File: config.mk
export PLATFORM = sky130hd
export DESIGN_NAME = serial_tx_piso
export DESIGN_NICKNAME = d
export VERILOG_FILES = /design/src/rtl/serial_pkg.sv /design/src/rtl/dff_are.sv /design/src/rtl/serial_tx_piso.sv
export SDC_FILE = /design/constraint.sdc
export NUM_CORES = 1
export LEC_CHECK = 0
export CORE_ASPECT_RATIO = 1.1
export CORE_UTILIZATION = 52
export CTS_CLUSTER_DIAMETER = 200
export DETAILED_ROUTE_END_ITERATION = 8
export GPL_ROUTABILITY_DRIVEN = 0
export PLACE_DENSITY = 0.88
export SLEW_MARGIN = 20
export SYNTH_ARGS = -nofsm -noshare
export SYNTH_HDL_FRONTEND = slang
export SYNTH_SLANG_ARGS = --single-unit
File: constraint.sdc
create_clock -name C -period 2.15 [get_ports C]
set_input_delay 0.215 -clock C [delete_from_list [all_inputs] [get_ports C]]
set_output_delay 0.215 -clock C [all_outputs]
set_load 0.005 [all_outputs]
File: src/rtl/serial_pkg.sv
// Shared definitions for serial_tx_piso: frame state encoding and the default word width.
package serial_pkg;

  localparam int DATA_W_DEF = 8;
  localparam int STATE_W    = 3;

  typedef enum logic [STATE_W-1:0] {
    ST_IDLE   = 3'd0,
    ST_START  = 3'd1,
    ST_DATA   = 3'd2,
    ST_PARITY = 3'd3,
    ST_STOP   = 3'd4
  } state_t;

  // The bit counter must be able to hold the value DATA_W itself.
  function automatic int cnt_width(input int data_w);
    return $clog2(data_w + 1);
  endfunction

endpackage

File: src/rtl/dff_are.sv
// Single D flip-flop with active-low asynchronous reset to a selectable value.
module dff_are #(
  parameter logic RST_VAL = 1'b0
) (
  input  logic C,
  input  logic RE,
  input  logic D,
  output logic Q
);

  // NOTE: sequential state is assigned with non-blocking (<=) so every flop samples pre-edge values.
  always_ff @(posedge C or negedge RE) begin
    if (!RE) Q <= RST_VAL;
    else     Q <= D;
  end

endmodule

File: src/rtl/serial_tx_piso.sv
// Parallel-in serial-out transmitter: start bit, DATA_W bits LSB first, optional even parity, stop bit.
// Define SERIAL_TX_PARITY_EN to insert the parity bit between the data bits and the stop bit.
module serial_tx_piso
  import serial_pkg::*;
#(
  parameter int DATA_W = DATA_W_DEF
) (
  input  logic              C,
  input  logic              RE,
  input  logic              LOAD,
  input  logic [DATA_W-1:0] DIN,
  output logic              SOUT,
  output logic              READY,
  output logic              DONE
);

  localparam int CNT_W = cnt_width(DATA_W);

  logic [STATE_W-1:0] state_q;
  logic [STATE_W-1:0] state_d_bits;
  state_t             state_d;
  logic [CNT_W-1:0]   cnt_q, cnt_d;
  logic [DATA_W-1:0]  shift_q, shift_d;
  logic               sout_q, sout_d;
  logic               ready_q, ready_d;
  logic               done_q, done_d;
`ifdef SERIAL_TX_PARITY_EN
  logic               par_q, par_d;
`endif

  always_comb begin
    // NOTE: every output of this block gets a default first, so no path can infer a latch.
    state_d = ST_IDLE;
    cnt_d   = cnt_q;
    shift_d = shift_q;
    sout_d  = 1'b1;
    ready_d = 1'b0;
    done_d  = 1'b0;
`ifdef SERIAL_TX_PARITY_EN
    par_d   = par_q;
`endif
    case (state_q)
      ST_IDLE: begin
        if (LOAD) begin
          state_d = ST_START;
          shift_d = DIN;
          cnt_d   = '0;
          sout_d  = 1'b0;
`ifdef SERIAL_TX_PARITY_EN
          par_d   = ^DIN;
`endif
        end else begin
          state_d = ST_IDLE;
          ready_d = 1'b1;
        end
      end
      ST_START: begin
        state_d = ST_DATA;
        sout_d  = shift_q[0];
        shift_d = shift_q >> 1;
        cnt_d   = CNT_W'(1);
      end
      ST_DATA: begin
        // cnt_q counts bits already on the line; the last one has been out for a full cycle at DATA_W.
        if (cnt_q == CNT_W'(DATA_W)) begin
`ifdef SERIAL_TX_PARITY_EN
          state_d = ST_PARITY;
          sout_d  = par_q;
`else
          state_d = ST_STOP;
          done_d  = 1'b1;
`endif
        end else begin
          state_d = ST_DATA;
          sout_d  = shift_q[0];
          shift_d = shift_q >> 1;
          cnt_d   = cnt_q + CNT_W'(1);
        end
      end
`ifdef SERIAL_TX_PARITY_EN
      ST_PARITY: begin
        state_d = ST_STOP;
        done_d  = 1'b1;
      end
`endif
      ST_STOP: begin
        state_d = ST_IDLE;
        ready_d = 1'b1;
      end
      default: begin
        state_d = ST_IDLE;
        ready_d = 1'b1;
        cnt_d   = '0;
        shift_d = '0;
      end
    endcase
  end

  assign state_d_bits = state_d;

  for (genvar i = 0; i < STATE_W; i++) begin : g_state
    dff_are #(.RST_VAL(1'b0)) u_ff (.C(C), .RE(RE), .D(state_d_bits[i]), .Q(state_q[i]));
  end

  for (genvar i = 0; i < CNT_W; i++) begin : g_cnt
    dff_are #(.RST_VAL(1'b0)) u_ff (.C(C), .RE(RE), .D(cnt_d[i]), .Q(cnt_q[i]));
  end

  for (genvar i = 0; i < DATA_W; i++) begin : g_shift
    dff_are #(.RST_VAL(1'b0)) u_ff (.C(C), .RE(RE), .D(shift_d[i]), .Q(shift_q[i]));
  end

`ifdef SERIAL_TX_PARITY_EN
  dff_are #(.RST_VAL(1'b0)) u_par_ff   (.C(C), .RE(RE), .D(par_d),   .Q(par_q));
`endif
  // The line and READY idle high, so those two flops reset to 1.
  dff_are #(.RST_VAL(1'b1)) u_sout_ff  (.C(C), .RE(RE), .D(sout_d),  .Q(sout_q));
  dff_are #(.RST_VAL(1'b1)) u_ready_ff (.C(C), .RE(RE), .D(ready_d), .Q(ready_q));
  dff_are #(.RST_VAL(1'b0)) u_done_ff  (.C(C), .RE(RE), .D(done_d),  .Q(done_q));

  assign SOUT  = sout_q;
  assign READY = ready_q;
  assign DONE  = done_q;

endmodule
Yosys cells after proc, flatten, opt, wreduce, memory -nomap -nowiden
Index checks and enable logic that the tools add are counted.
W data, S select, Z words.
Word-level totals
  input port bits: 11
  logic and storage cells: 44
  register bits: 18
Operators by class
  add/subtract/negate cells: 1
  bitwise logic cells: 1
  eq/ne operators: 6
  reduce and logical (&&, ||, !) cells: 3
  mux-type cells: 15
Operators by type and width (count)
  $pmux W8 S4: 1
  $mux W8: 2
  $pmux W4 S4: 1
  $pmux W3 S3: 1
  $mux W4: 2
  $mux W1: 5
  $add A4 B1 Y4 const B: 1
  $eq A4 B4 Y1 const B: 1
  $ne A2 B2 Y1 const B: 2
  $eq A3 B1 Y1 const B: 1
  $eq A3 B2 Y1 const B: 1
  $eq A3 B3 Y1 const B: 1
  $logic_not A3 Y1: 1
  $mux W3: 1
  $pmux W1 S3: 1
  $reduce_and A3 Y1: 1
  $pmux W1 S2: 1
  $reduce_or A2 Y1: 1
  $not A1 Y1: 1

Depth between registers and ports, before layout
Gate-level depths: netlist (run 1).
  depth after elaboration: 3
  depth in mapped cells: 7

By module
A second synthesis (run 1) with hierarchy kept.
Second synthesis, totals
  cells, all modules: 95
  area, all modules: 970.9 um2
Modules (own cells, without submodules)
  serial_tx_piso: area an instance 518.0 um2, times used 1, cells each 77, seq. area each 0.0 um2
  dff_are at g_cnt[0].u_ff ...: area an instance 25.0 um2, times used 16, cells each 1, seq. area each 25.0 um2
  dff_are at u_ready_ff ...: area an instance 26.3 um2, times used 2, cells each 1, seq. area each 26.3 um2

Worst setup path before layout (run 1)
Ideal clock, no wire load.
  path kind: register to register
  from: reg g_state[1].u_ff.Q
  to: reg g_shift[0].u_ff.Q
  buffers on the path: 3
  path slack: 648 ps
  data arrival time: 1367 ps
  stages on the path, launching flop included: 7
  cells stage by stage: dfrtp_1 > buf_4 > or3b_1 > buf_2 > o32ai_4 > buf_6 > o31ai_1
Between the ends
  longest elaborated chain between the ends: 3
  elaborated cells between the ends (all ways): 9
RTL lines
  start: declaration: RTL line dff_are.sv:8  | output logic Q
  start signal: assignment: RTL line dff_are.sv:13  | if (!RE) Q <= RST_VAL;
  start signal: assignment: RTL line dff_are.sv:14  | else Q <= D;
  $eq A3 B2 Y1, or another cell as far along: RTL line serial_tx_piso.sv:42  | case (state_q)
  $ne A2 B2 Y1 (no source line) / $not A1 Y1 (equally long branches)
  $reduce_and A3 Y1 (no source line)
  end signal: assignment: RTL line dff_are.sv:13
  end signal: assignment: RTL line dff_are.sv:14
  end: declaration: RTL line dff_are.sv:8
Parallel ways exist; a longest one is shown, timed or not.
A chain may end at the register's enable or synchronous reset.

Worst setup path after layout (run 1)
  from: reg g_cnt[0].u_ff.Q
  to: reg g_shift[0].u_ff.Q
Between the ends
  longest elaborated chain between the ends: 3
RTL lines
  start: declaration: RTL line dff_are.sv:8
  start signal: assignment: RTL line dff_are.sv:13
  start signal: assignment: RTL line dff_are.sv:14
  $eq A4 B4 Y1: RTL line serial_tx_piso.sv:65  | if (cnt_q == CNT_W'(DATA_W)) begin
  $ne A2 B2 Y1 (no source line)
  $reduce_and A3 Y1 (no source line)
No other way between the ends.

==> results of run 1 <==
stage by stage:
stage	hold slack, ns	util, %	area, sq um	std cells
2_1_floorplan	-0.0806	-	967	100
3_3_place_gp	0.472	67.1	1110	127
3_5_place_dp	0.490	67.1	1110	127
4_1_cts	0.239	69.3	1140	131
5_1_grt	0.245	69.3	1140	131
6_report	0.224	69.3	1140	131
layout by cell type, fill, tap and decap left out, types with 2 or more instances in the layout:
| cell | instances |
|---|---|
| nand2b_1 | 2 |
| dfrtp_1 | 16 |
| ha_1 | 2 |
| inv_1 | 3 |
| a21oi_1 | 2 |
| nor2b_1 | 2 |
| a31oi_1 | 6 |
| buf_4 | 4 |
| o21ai_1 | 2 |
| nand2_1 | 10 |
| nand3b_1 | 2 |
| o31ai_1 | 8 |
| nor2_1 | 13 |
| clkdlybuf4s50_1 | 13 |
| mux2i_1 | 6 |
| nand3_1 | 2 |
| a22o_1 | 2 |
| dfstp_2 | 2 |
| clkbuf_4 | 3 |
| nor3_1 | 4 |
cells in the mapped netlist, types with 3 or more instances:
library cell and n:
dfrtp_1 16, nor2_1 13, mux2i_1 6, a31oi_1 6, o31ai_1 8, inv_1 3, clkbuf_1 3, nand2_1 10
nor3_1 4
flip-flops by register name, indices dropped and copies added, names as in the netlist:
register        count
g_state.u_ff.Q      3
u_sout_ff.Q         1
u_ready_ff.Q        1
g_shift.u_ff.Q      8
g_cnt.u_ff.Q        4
u_done_ff.Q         1
worst min-delay path by stage:
stage / start / endpoint / depth (start not counted)
3_5_place_dp: g_shift[0].u_ff.Q$_DFFE_PN0P_ / g_shift[0].u_ff.Q$_DFFE_PN0P_ / 2
6_report: RE / g_shift[3].u_ff.Q$_DFFE_PN0P_ / 2
3_3_place_gp: g_shift[0].u_ff.Q$_DFFE_PN0P_ / g_shift[0].u_ff.Q$_DFFE_PN0P_ / 2
2_1_floorplan: RE / g_cnt[0].u_ff.Q$_DFFE_PN0P_ / 0
4_1_cts: RE / g_shift[2].u_ff.Q$_DFFE_PN0P_ / 2
5_1_grt: RE / g_shift[1].u_ff.Q$_DFFE_PN0P_ / 2
power groups by stage:
stage	sequential (mW)	clock, mW	combinational, mW
after global placement	0.550	0	0.610
after detailed placement	0.557	0	0.630
final	0.552	0.218	0.629
after global routing	0.562	0.229	0.708
after floorplan	0.537	0	0.497
after CTS	0.551	0.218	0.634
logic make-up after synthesis:
group	synth area share (%)
fa+ha+maj	2.59
flops	46.8
buf+inv	5.30
mux	6.21
compound gates	20.4
simple gates	18.6
worst max-delay path, stage by stage, from the launching register on:
cell and delay, ns:
dfrtp_1 0.46, inv_1 0.09, ha_1 0.16, nand3b_1 0.20, o32ai_4 0.38, nand2_1 0.11, o31ai_1 0.09
layer usage:
metal,vias to the layer above,wire (microns)
li1,384,-
met1,371,843
met2,22,955
met3,5,80
met4,0,43
met5,-,0
cell type report:
| type | count | share of cell area, % |
|---|---|---|
| clock buffer | 4 | 3.17 |
| inverter | 3 | 0.984 |
| multi-input combinational | 72 | 40.4 |
| sequential | 18 | 39.6 |
| tap | 17 | 1.86 |
| timing repair buffer | 17 | 14.0 |
==> reports/summary.txt, run 1 <==
status = completed
setup TNS = 0 ns
DRT iter0 DRCs = 17
FILL cells = 132
TritonCTS Buffers = 3
area delta synth->final = 18.4%
Yosys top cell area share = 41.4%
met2 Track Usage GR = 35.5%
setup bufs post-CTS = 0
effective utilization at floorplan = 58.6%
CTS tree = built
Reg-to-Reg Start = g_cnt[0].u_ff.Q$_DFFE_PN0P_
CTS H-tree lvls = 1
Worst Skew = 0.00667 ns
Post-synth EDFFs = 0
grt met1 use = 27.3%
CP endpoint kind = register
clock tree buffer depth = 2
max-capacitance violation count = 0
core box area = 1650 sq um
yosys warns = 0
Inserted Diodes = 0
register bit total from synthesis = 18
most crowded layer after global routing = met2
Top Ports = 14
dpl ws = 0.461 ns
total area of sequential cells = 453 sq um
arrival time at the worst endpoint = 1.81 ns
DR vias = 782
syn_nets = 113
P_sw = 540 uW
CTS hold repair buffers = 0
Wirelength per Cell = 14.7 microns
Multi-input gate area = 463 sq um
Via density = 5.97
Root Buffer = clkbuf_4
Max Transition Viols Final = 0
DP Wirelength = 1.36 mm
ANT nets after route = 0
Worst Setup EP = g_shift[0].u_ff.Q$_DFFE_PN0P_
row count = 15
Synth Area per Inst = 9.67 sq um
combinational share of power = 45.0%
crit path launch = g_cnt[0].u_ff.Q$_DFFE_PN0P_
post-synthesis cell area = 967 sq um
# setup viols final = 0
Leakage Power = 0.507 nW
Critical Setup Path Class = register to register
CTS Sinks = 18
CP Launch Type = register
I/O Buffers = 13
Detailed Route WL = 1.92 mm
DRT Pass-1 Iters = 4
layout cell share with drive strength beyond 1 = 9.65%
Synth cell types = 30
Pwr Density = 1220 nW/um^2
Worst-Margin Slew = 0.598 ns
reg2reg end = g_shift[0].u_ff.Q$_DFFE_PN0P_
final worst path period share = 74.2%
# resized after CTS = 0
final net count = 128
sequential share of the synthesized area = 46.8%
Final Hold Viols = 0
clock power share = 15.6%
critical path required time = 2.36 ns
Synth area leader = dfrtp_1
initial antenna violation count = 0
Worst-path clk slew = 0.11 ns
worst setup margin = 0.554 ns
DIE WIDTH = 43.1 microns
peak fanout along the critical path = 16
Final min period = 1.60 ns
R2R cell count = 6
die footprint = 2040 sq um
min-delay worst type = input pin to asynchronous set/reset pin
total global-route track usage = 22.1%
Area contributors post-synth = dfrtp_1, mux2i_1, o31ai_1
Post-route DRC = 0
ys async rst share = 100%
relative slew slack = 60.1%
Fmax achieved = 627 MHz
gr ovfl total = 0
clock latency on the worst-skew pair = 0.31 ns
total power = 1.40 mW
Seq pwr share = 39.5%
first-pass GRT wire length = 3.19 mm
RSZ-0062 raised after global routing = no
die height = 47.2 microns
Worst R2R Setup Slack = 0.55 ns
switching share of power = 38.6%
vias in the first global route = 746
Post-synth top flop = dfrtp_1
Peak supply drop = 0.681 mV
Pint = 860 uW
M3 GR Usage = 5.00%
Post-Syn Instances = 100
largest net degree at the start of global routing = 20
(Power assumes the default switching activity.)
==> run 2, diff against run 1 <==
==> constraint.sdc (replaced) <==
create_clock -name C -period 1.5 [get_ports C]
set_input_delay 0.15 -clock C [delete_from_list [all_inputs] [get_ports C]]
set_output_delay 0.15 -clock C [all_outputs]
set_load 0.005 [all_outputs]
==> run 2 against run 1 <==
Non-clock buffer count is 9 higher. Critical endpoint is now g_shift[2].u_ff.Q$_DFFE_PN0P_. Critical path depth stayed put. Clock power is 14% higher. Die area stayed put. Utilization is 8.4 points higher. Global-route usage is 3.3 points higher. Highest routed layer unchanged. Hold slack worse by 0.042 ns.
==> reports/summary.txt, run 2 (same netlist as run 1, synthesis figures left out) <==
ANT nets after route = 0 (unchanged)
status = completed
Worst-path clk slew = 0.11 ns (about the same)
CP Launch Type = register
Inserted Diodes = 0 (unchanged)
Peak supply drop = 1.12 mV (+64%)
arrival time at the worst endpoint = 1.68 ns (-0.13 ns)
vias in the first global route = 832 (+12%)
Worst-Margin Slew = 0.387 ns (-0.211 ns)
effective utilization at floorplan = 58.6% (unchanged)
first-pass GRT wire length = 3.79 mm (+19%)
CTS hold repair buffers = 0 (unchanged)
die height = 47.2 microns (unchanged)
Final Cell Area = 1280 sq um (+12%)
# setup viols final = 0 (unchanged)
Final min period = 1.47 ns (-0.128 ns)
core box area = 1650 sq um (unchanged)
critical path, cell by cell = inv_1 -> ha_2 -> nand3b_1 -> o32ai_4 -> buf_12 -> o31ai_1
met2 wire len = 1.30 mm (+36%)
die footprint = 2040 sq um (unchanged)
FILL cells = 97 (-27%)
Leakage Power = 0.571 nW (+13%)
Pwr Density = 1780 nW/um^2 (+46%)
largest net degree at the start of global routing = 19 (-5.0%)
Wirelength per Cell = 17.8 microns (+21%)
final worst path period share = 97.8% (+24 points)
Area after DPL = 1160 sq um (+4.5%)
total area of sequential cells = 453 sq um (unchanged)
total power = 2.29 mW (+63%)
CP top delay family = flip-flops
CP endpoint kind = register
Detail Route met3 WL = 127 microns (+59%)
area delta synth->final = 32.7%
Detailed Route WL = 2.49 mm (+30%)
Fmax achieved = 681 MHz (+8.7%)
Post-route DRC = 0 (unchanged)
Reg-to-Reg Start = g_cnt[1].u_ff.Q$_DFFE_PN0P_
min-delay worst type = input pin to asynchronous set/reset pin
total global-route track usage = 25.5% (+3.3 points)
Max Transition Viols Final = 0 (unchanged)
CTS Sinks = 18 (unchanged)
CTS H-tree lvls = 1 (unchanged)
top layer in use = met4
dpl ws = -0.115 ns (-0.577 ns)
clock latency on the worst-skew pair = 0.30 ns (about the same)
final net count = 137 (+7.0%)
reg2reg end = g_shift[2].u_ff.Q$_DFFE_PN0P_
Final Hold Viols = 0 (unchanged)
critical path's slowest cell = dfrtp_1
layout cell share with drive strength beyond 1 = 24.4% (+15 points)
P_sw = 904 uW (+68%)
number of flip-flops under the largest register name = 8 (unchanged)
DIE WIDTH = 43.1 microns (unchanged)
critical path required time = 1.71 ns (-0.65 ns)
Buf+Inv Stages, Crit Path = 2 (+1)
relative slew slack = 74.0% (+14 points)
Worst R2R Setup Slack = 0.03 ns (-0.52 ns)
setup TNS = 0 ns (unchanged)
CTS tree = built
I/O Buffers = 13 (unchanged)
R2R cell count = 6 (unchanged)
RSZ-0062 raised after global routing = yes
DR vias = 860 (+10%)
combinational share of power = 54.0% (+9.0 points)
DRT met1 WL = 1.05 mm (+24%)
DRT iter0 DRCs = 17 (unchanged)
row count = 15 (unchanged)
Top Ports = 14 (unchanged)
DP Wirelength = 1.55 mm (+14%)
biggest regs = g_shift.u_ff.Q (8), g_cnt.u_ff.Q (4), g_state.u_ff.Q (3)
TritonCTS Buffers = 3 (unchanged)
worst setup margin = 0.0323 ns (-0.522 ns)
Worst path max stage delay = 0.41 ns (-0.05 ns)
initial antenna violation count = 0 (unchanged)
Reg with most FFs = g_shift.u_ff.Q
Critical Setup Path Class = register to register
commonest non-fill, non-tap cell in the layout = dfrtp_1
Root Buffer = clkbuf_4
Multi-input gate area = 515 sq um (+11%)
max-capacitance violation count = 0 (unchanged)
clock tree buffer depth = 2 (unchanged)
peak fanout along the critical path = 16 (unchanged)
Worst Skew = 0.0189 ns (+0.0123 ns)
Pint = 1.38 mW (+61%)
Seq pwr share = 35.1% (-4.4 points)
clock power share = 10.8% (-4.8 points)
switching share of power = 39.5% (+0.96 points)
DRT Pass-1 Iters = 4 (unchanged)
Via density = 6.14 (+2.9%)
highest-count cells in the layout ignoring fill and taps = dfrtp_1, nor2_1, clkdlybuf4s50_1, buf_4, nand2_1
gr ovfl total = 0 (unchanged)
run 2: per-stage QoR:
step / hold slack, ns / instances / utilization (%)
after global routing: 0.187 / 140 / 77.7
after global placement: 0.478 / 132 / 70.2
after detailed placement: 0.487 / 132 / 70.2
final: 0.181 / 140 / 77.7
after CTS: 0.191 / 138 / 73.4
after floorplan: -0.146 / 100 / -
run 2: cell type report:
cell class                      instances  share of cell area (%)
Tap cell                               17                    1.66
Clock buffer                            4                    2.05
Multi-Input combinational cell         72                    40.2
Inverter                                3                   0.877
Sequential cell                        18                    35.3
Timing Repair Buffer                   26                    20.0
run 2: per-layer routing:
layer / vias up / GRT usage, %
met5: - / 0
met2: 35 / 44.2
li1: 405 / -
met1: 418 / 32.8
met3: 2 / 3.85
met4: 0 / 9.70
run 2: power groups by stage:
stage / clock network [mW] / logic (mW) / registers, mW
after global routing: 0.273 / 1.33 / 0.820
final: 0.248 / 1.24 / 0.804
after floorplan: 0 / 0.713 / 0.769
after CTS: 0.252 / 1.06 / 0.790
after global placement: 0 / 0.966 / 0.789
after detailed placement: 0 / 1.01 / 0.799
run 2: what timing repair did:
item	in CTS	in global routing
pin swaps	1	3
resized for setup	0	13
endpoints found under the setup margin	9	12
setup buffers	2	2
run 2: how the worst max path moves through the flow:
stage	startpoint	to	slack (ns)	cells past startpoint
detailed placement	LOAD	g_shift[5].u_ff.Q$_DFFE_PN0P_	-0.12	4
global placement	LOAD	g_cnt[1].u_ff.Q$_DFFE_PN0P_	-0.04	4
global route	g_cnt[1].u_ff.Q$_DFFE_PN0P_	g_cnt[0].u_ff.Q$_DFFE_PN0P_	-0.04	7
CTS	g_state[1].u_ff.Q$_DFF_PN0_	g_shift[5].u_ff.Q$_DFFE_PN0P_	0.02	5
floorplan	g_state[1].u_ff.Q$_DFF_PN0_	g_shift[0].u_ff.Q$_DFFE_PN0P_	0.03	6
finish	g_cnt[1].u_ff.Q$_DFFE_PN0P_	g_shift[2].u_ff.Q$_DFFE_PN0P_	0.03	6
==> run 3, diff against run 2 <==
--- a/config.mk
+++ b/config.mk
@@ -6,11 +6,11 @@
 export NUM_CORES = 1
 export LEC_CHECK = 0
 export CORE_ASPECT_RATIO = 1.1
-export CORE_UTILIZATION = 52
+export CORE_UTILIZATION = 35
 export CTS_CLUSTER_DIAMETER = 200
 export DETAILED_ROUTE_END_ITERATION = 8
 export GPL_ROUTABILITY_DRIVEN = 0
-export PLACE_DENSITY = 0.88
+export PLACE_DENSITY = 0.66
 export SLEW_MARGIN = 20
 export SYNTH_ARGS = -nofsm -noshare
 export SYNTH_HDL_FRONTEND = slang
==> run 3 against run 2 <==
First-iteration DRC count rose by 24%. Critical path type is now register to output pin. Total power fell by 6.3%. Die area rose by 46%. Largest cell class unchanged. Clock power rose by 19%. Fmax rose by 1.4%.
==> reports/summary.txt, run 3 (same netlist as run 1, synthesis figures left out) <==
status = completed
ANT nets after route = 0 (unchanged)
Reg with most FFs = g_shift.u_ff.Q
critical path's slowest cell = dfstp_2
Inserted Diodes = 0 (unchanged)
relative slew slack = 76.3% (+2.4 points)
CTS H-tree lvls = 1 (unchanged)
final net count = 136 (-0.73%)
Reg-to-Reg Start = g_state[0].u_ff.Q$_DFF_PN0_
effective utilization at floorplan = 37.7% (-21 points)
layout cell share with drive strength beyond 1 = 18.9% (-5.5 points)
Critical Setup Path Class = register to output pin
Multi-input gate area = 478 sq um (-7.3%)
setup TNS = 0 ns (unchanged)
CTS tree = built
die footprint = 2980 sq um (+46%)
Worst Skew = 0.00130 ns (-0.0176 ns)
total area of sequential cells = 453 sq um (unchanged)
Top Ports = 14 (unchanged)
FILL cells = 260 (+170%)
row count = 19 (+4)
Via density = 5.25 (-15%)
arrival time at the worst endpoint = 1.30 ns (-0.38 ns)
core box area = 2570 sq um (+55%)
first-pass GRT wire length = 3.61 mm (-4.8%)
initial antenna violation count = 0 (unchanged)
Worst-Margin Slew = 0.352 ns (-0.0352 ns)
Wirelength per Cell = 13.2 microns (-26%)
DP Wirelength = 1.37 mm (-12%)
biggest regs = g_shift.u_ff.Q (8), g_cnt.u_ff.Q (4), g_state.u_ff.Q (3)
I/O Buffers = 13 (unchanged)
Root Buffer = clkbuf_4
peak fanout along the critical path = 1 (-15)
clock tree buffer depth = 2 (unchanged)
# setup viols final = 0 (unchanged)
worst setup margin = 0.0527 ns (+0.0204 ns)
min-delay worst type = input pin to asynchronous set/reset pin
Fmax achieved = 691 MHz (+1.4%)
DIE WIDTH = 52.1 microns (+21%)
number of flip-flops under the largest register name = 8 (unchanged)
TritonCTS Buffers = 3 (unchanged)
hold slack = 0.183 ns (+0.00130 ns)
commonest non-fill, non-tap cell in the layout = dfrtp_1
CP endpoint kind = output pin
DRT iter0 DRCs = 21 (+4)
CP top delay family = flip-flops
Layout Cells excl Fill = 153 (+9.3%)
DR vias = 803 (-6.6%)
Leakage Power = 0.570 nW (-0.27%)
critical path required time = 1.35 ns (-0.36 ns)
DRT Pass-1 Iters = 4 (unchanged)
critical path, cell by cell = clkdlybuf4s50_1
Buf+Inv Stages, Crit Path = 1 (-1)
highest-count cells in the layout ignoring fill and taps = dfrtp_1, nor2_1, clkdlybuf4s50_1, buf_4, nand2_1
Worst path max stage delay = 0.52 ns (+0.11 ns)
final worst path period share = 96.5% (-1.4 points)
max-capacitance violation count = 0 (unchanged)
die height = 57.1 microns (+21%)
CTS hold repair buffers = 0 (unchanged)
vias in the first global route = 844 (+1.4%)
Max Transition Viols Final = 0 (unchanged)
RSZ-0062 raised after global routing = no
CP Launch Type = register
Worst-path clk slew = 0.10 ns (about the same)
crit path launch = u_sout_ff.Q$_DFF_PN1_
gr ovfl total = 0 (unchanged)
CTS Sinks = 18 (unchanged)
total global-route track usage = 16.5% (-8.9 points)
Peak supply drop = 0.890 mV (-20%)
area delta synth->final = 29.5%
clock latency on the worst-skew pair = 0.29 ns (about the same)
cell count after placement = 147 (+11%)
Post-route DRC = 0 (unchanged)
Pwr Density = 1710 nW/um^2 (-3.9%)
dpl ws = -0.107 ns (+0.00840 ns)
Final min period = 1.45 ns (-0.0204 ns)
Detailed Route WL = 2.01 mm (-19%)
largest net degree at the start of global routing = 19 (unchanged)
Final Hold Viols = 0 (unchanged)
run 3: worst paths after layout:
check                           slack [ns]                             to  depth (start not counted)
worst max-delay path                  0.05                           SOUT                          1
min in group C                        0.47  g_shift[7].u_ff.Q$_DFFE_PN0P_                          2
max in group asynchronous             1.06          u_sout_ff.Q$_DFF_PN1_                          2
worst min register to register        0.51  g_shift[0].u_ff.Q$_DFFE_PN0P_                          2
worst max register to register        0.10  g_shift[1].u_ff.Q$_DFFE_PN0P_                          5
worst min-delay path                  0.18  g_shift[3].u_ff.Q$_DFFE_PN0P_                          2
run 3: layout make-up:
| class | count | share of cell area [%] |
|---|---|---|
| Multi-Input combinational cell | 72 | 38.2 |
| Clock buffer | 4 | 2.90 |
| Sequential cell | 18 | 36.2 |
| Tap cell | 31 | 3.10 |
| Inverter | 3 | 0.899 |
| Timing Repair Buffer | 25 | 18.8 |
run 3: metal layers:
layer | up-vias | track usage [%] | part of all wire, % | routed length [microns]
met5 | - | 0 | 0 | 0
met1 | 382 | 20.7 | 46 | 917
met2 | 18 | 27.3 | 49 | 985
met4 | 0 | 8.11 | 0.79 | 16
met3 | 2 | 2.40 | 4.7 | 95
li1 | 401 | - | - | -
run 3: report_power, final:
group	switching (mW)	leakage (nW)	total, mW	internal (mW)
sequential	0.0972	0.229	0.769	0.671
clock	0.148	0.0210	0.296	0.148
combinational	0.546	0.320	1.08	0.534
total	0.791	0.570	2.14	1.35
run 3: stage by stage:
step | total power, mW | area [sq um] | utilization (%)
floorplan | 1.48 | 967 | -
global placement | 1.75 | 1170 | 45.6
detailed placement | 1.78 | 1170 | 45.6
CTS | 2.13 | 1230 | 47.8
global route | 2.33 | 1250 | 48.8
finish | 2.14 | 1250 | 48.8
run 3: repair_timing:
item | CTS | global route
pin swaps | 1 | 0
endpoints found under the setup margin | 9 | 12
gates resized for setup | 0 | 5
buffers inserted | 1 | 1
gates cloned | 0 | 0
==> patch 1, RTL diff (flow settings as in run 2) <==
The package constant `DATA_W_DEF` goes from 8 to 9.
--- a/src/rtl/serial_pkg.sv
+++ b/src/rtl/serial_pkg.sv
@@ -1,7 +1,7 @@
 // Shared definitions for serial_tx_piso: frame state encoding and the default word width.
 package serial_pkg;
 
-  localparam int DATA_W_DEF = 8;
+  localparam int DATA_W_DEF = 9;
   localparam int STATE_W    = 3;
 
   typedef enum logic [STATE_W-1:0] {
Ports: changed (resized DIN); port bits go from 14 to 15. No check against the original RTL was run, so the function may have changed too.
==> patch 1 against run 2 <==
- final area is 3.4% higher
- maximum frequency rose by 0.21%
- die area up 7.3%
- synthesized area increased by 7.6%
- total power shrank 1.4%
- combinational power down 6%
- via count grew 1.9%
- sequential cell count grew 1
- worst setup slack improved by 3.1 ps
- sequential power rose by 3.4%
- non-clock buffer count increased by 2
- wire length shrank 14%
- largest power group unchanged
- clock skew decreased by 16 ps
==> patch 1: results (changes against run 2) <==
** Run status
- Result of the run :: complete, no violations

** Place
- The HPWL after detailed placement is 1450 um (-6.7%).
- Instance count after placement with tap cells included :: 151 (+14%)
- Placement Cell Area :: 0.00127 mm2 (+9.9%)

** Critical path
- Endpoint of the worst setup timing path :: g_cnt[0].u_ff.Q$_DFFE_PN0P_
- The cell count of the worst reg-to-reg path came to 5 (-1).
- The critical path arrival is 1660 ps (-20 ps).
- The maximum fanout along the worst path is 5 (-11).
- Reg-to-reg startpoint :: g_cnt[0].u_ff.Q$_DFFE_PN0P_

** Synth
- The share of synthesized area occupied by flip-flops and latches came to 45.9% (-0.92 points).
- Post-synth net total :: 118 (+4.4%)

** Finish
- The clock buffer count in the final layout was 3 (-1).
- Final cell count without fillers :: 156 (+11%)
- The layout multi-input combinational cell count came to 75 (+4.2%).
- The non-clock buffering overhead in the final layout is 19.5% (-0.47 points).
- Total Nets Final :: 144 (+5.1%)
- Non-Clock Buffer Count :: 28 (+7.7%)
- Seq area share :: 36.0% (+0.72 points)
- Layout cells sized above 1 :: 20.9% (-3.5 points)
- Clock-cell share of area :: 2.07% (+0.027 points)
- The count of filler cells inserted in the layout came to 121 (+25%).

** Timing
- The worst path setup slack after routing is 35.4 ps (+3.08 ps).
- Tightest slew margin relative to the limit :: 81.0% (+7.0 points)
- The largest clock skew in the final design is 3.12 ps (-15.8 ps).

** Global routing
- Met2 Usage GRT :: 33.8% (-10 points)
- Met1 track demand over resource :: 30.8% (-2.0 points)
- Total track usage :: 23.3% (-2.2 points)
- The first-pass GRT wire length was 3620 um (-4.4%).
- The via count of the first global-routing pass came to 793 (-4.7%).
- Maximum number of pins on one net before global-route repair :: 24 (+5)

** Routing
- DRC violation total after the first TritonRoute iteration :: 41 (+24)
- The met1 routed wirelength after detailed routing is 907 um (-13%).
- The via count came to 876 (+1.9%).
- Met2 wirelength from detailed routing :: 1040 um (-20%)
- Wire length on met3 :: 139 um (+9.4%)
- The post-detailed-route wirelength per cell was 13.8 um (-23%).

** Floorplanning
- The full die area came to 0.00218 mm2 (+7.3%).

** Pwr
- Sequential logic power :: 0.831 mW (+3.4%)
- Internal power summed over all cells :: 1.37 mW (-0.95%)
- Standby leakage power :: 0.597 nW (+4.6%)

** Clock tree
- The post-CTS setup-driven buffer insertion count came to 0 (-2).
- The number of gates given a new drive strength after cts is 1 (+1).
[patch 1: kinds of logic after synthesis]
kind of cell / synth area share, %
AND/OR/NAND/NOR: 17.2
AO/OA/AOI/OAI: 21.8
flip-flops: 45.9
buffers and inverters: 6.01
multiplexers: 6.73
adder cells (fa/ha/maj): 2.40
[patch 1: worst max-delay path, stage by stage (launching register included)]
cell	delay [ps]
dfrtp_1	400
ha_1	200
nand3b_1	230
o22ai_1	160
a221oi_1	260
o21ai_1	100
[patch 1: worst min-delay path by stage]
stage                     slack [ps]                            end  depth (start not counted)
after global placement           470    g_cnt[3].u_ff.Q$_DFFE_PN0P_                          1
after floorplan                 -150    g_cnt[0].u_ff.Q$_DFFE_PN0P_                          0
after global routing             180  g_shift[6].u_ff.Q$_DFFE_PN0P_                          2
final                            150  g_shift[6].u_ff.Q$_DFFE_PN0P_                          2
after detailed placement         470    g_cnt[3].u_ff.Q$_DFFE_PN0P_                          1
after CTS                        150  g_shift[6].u_ff.Q$_DFFE_PN0P_                          2
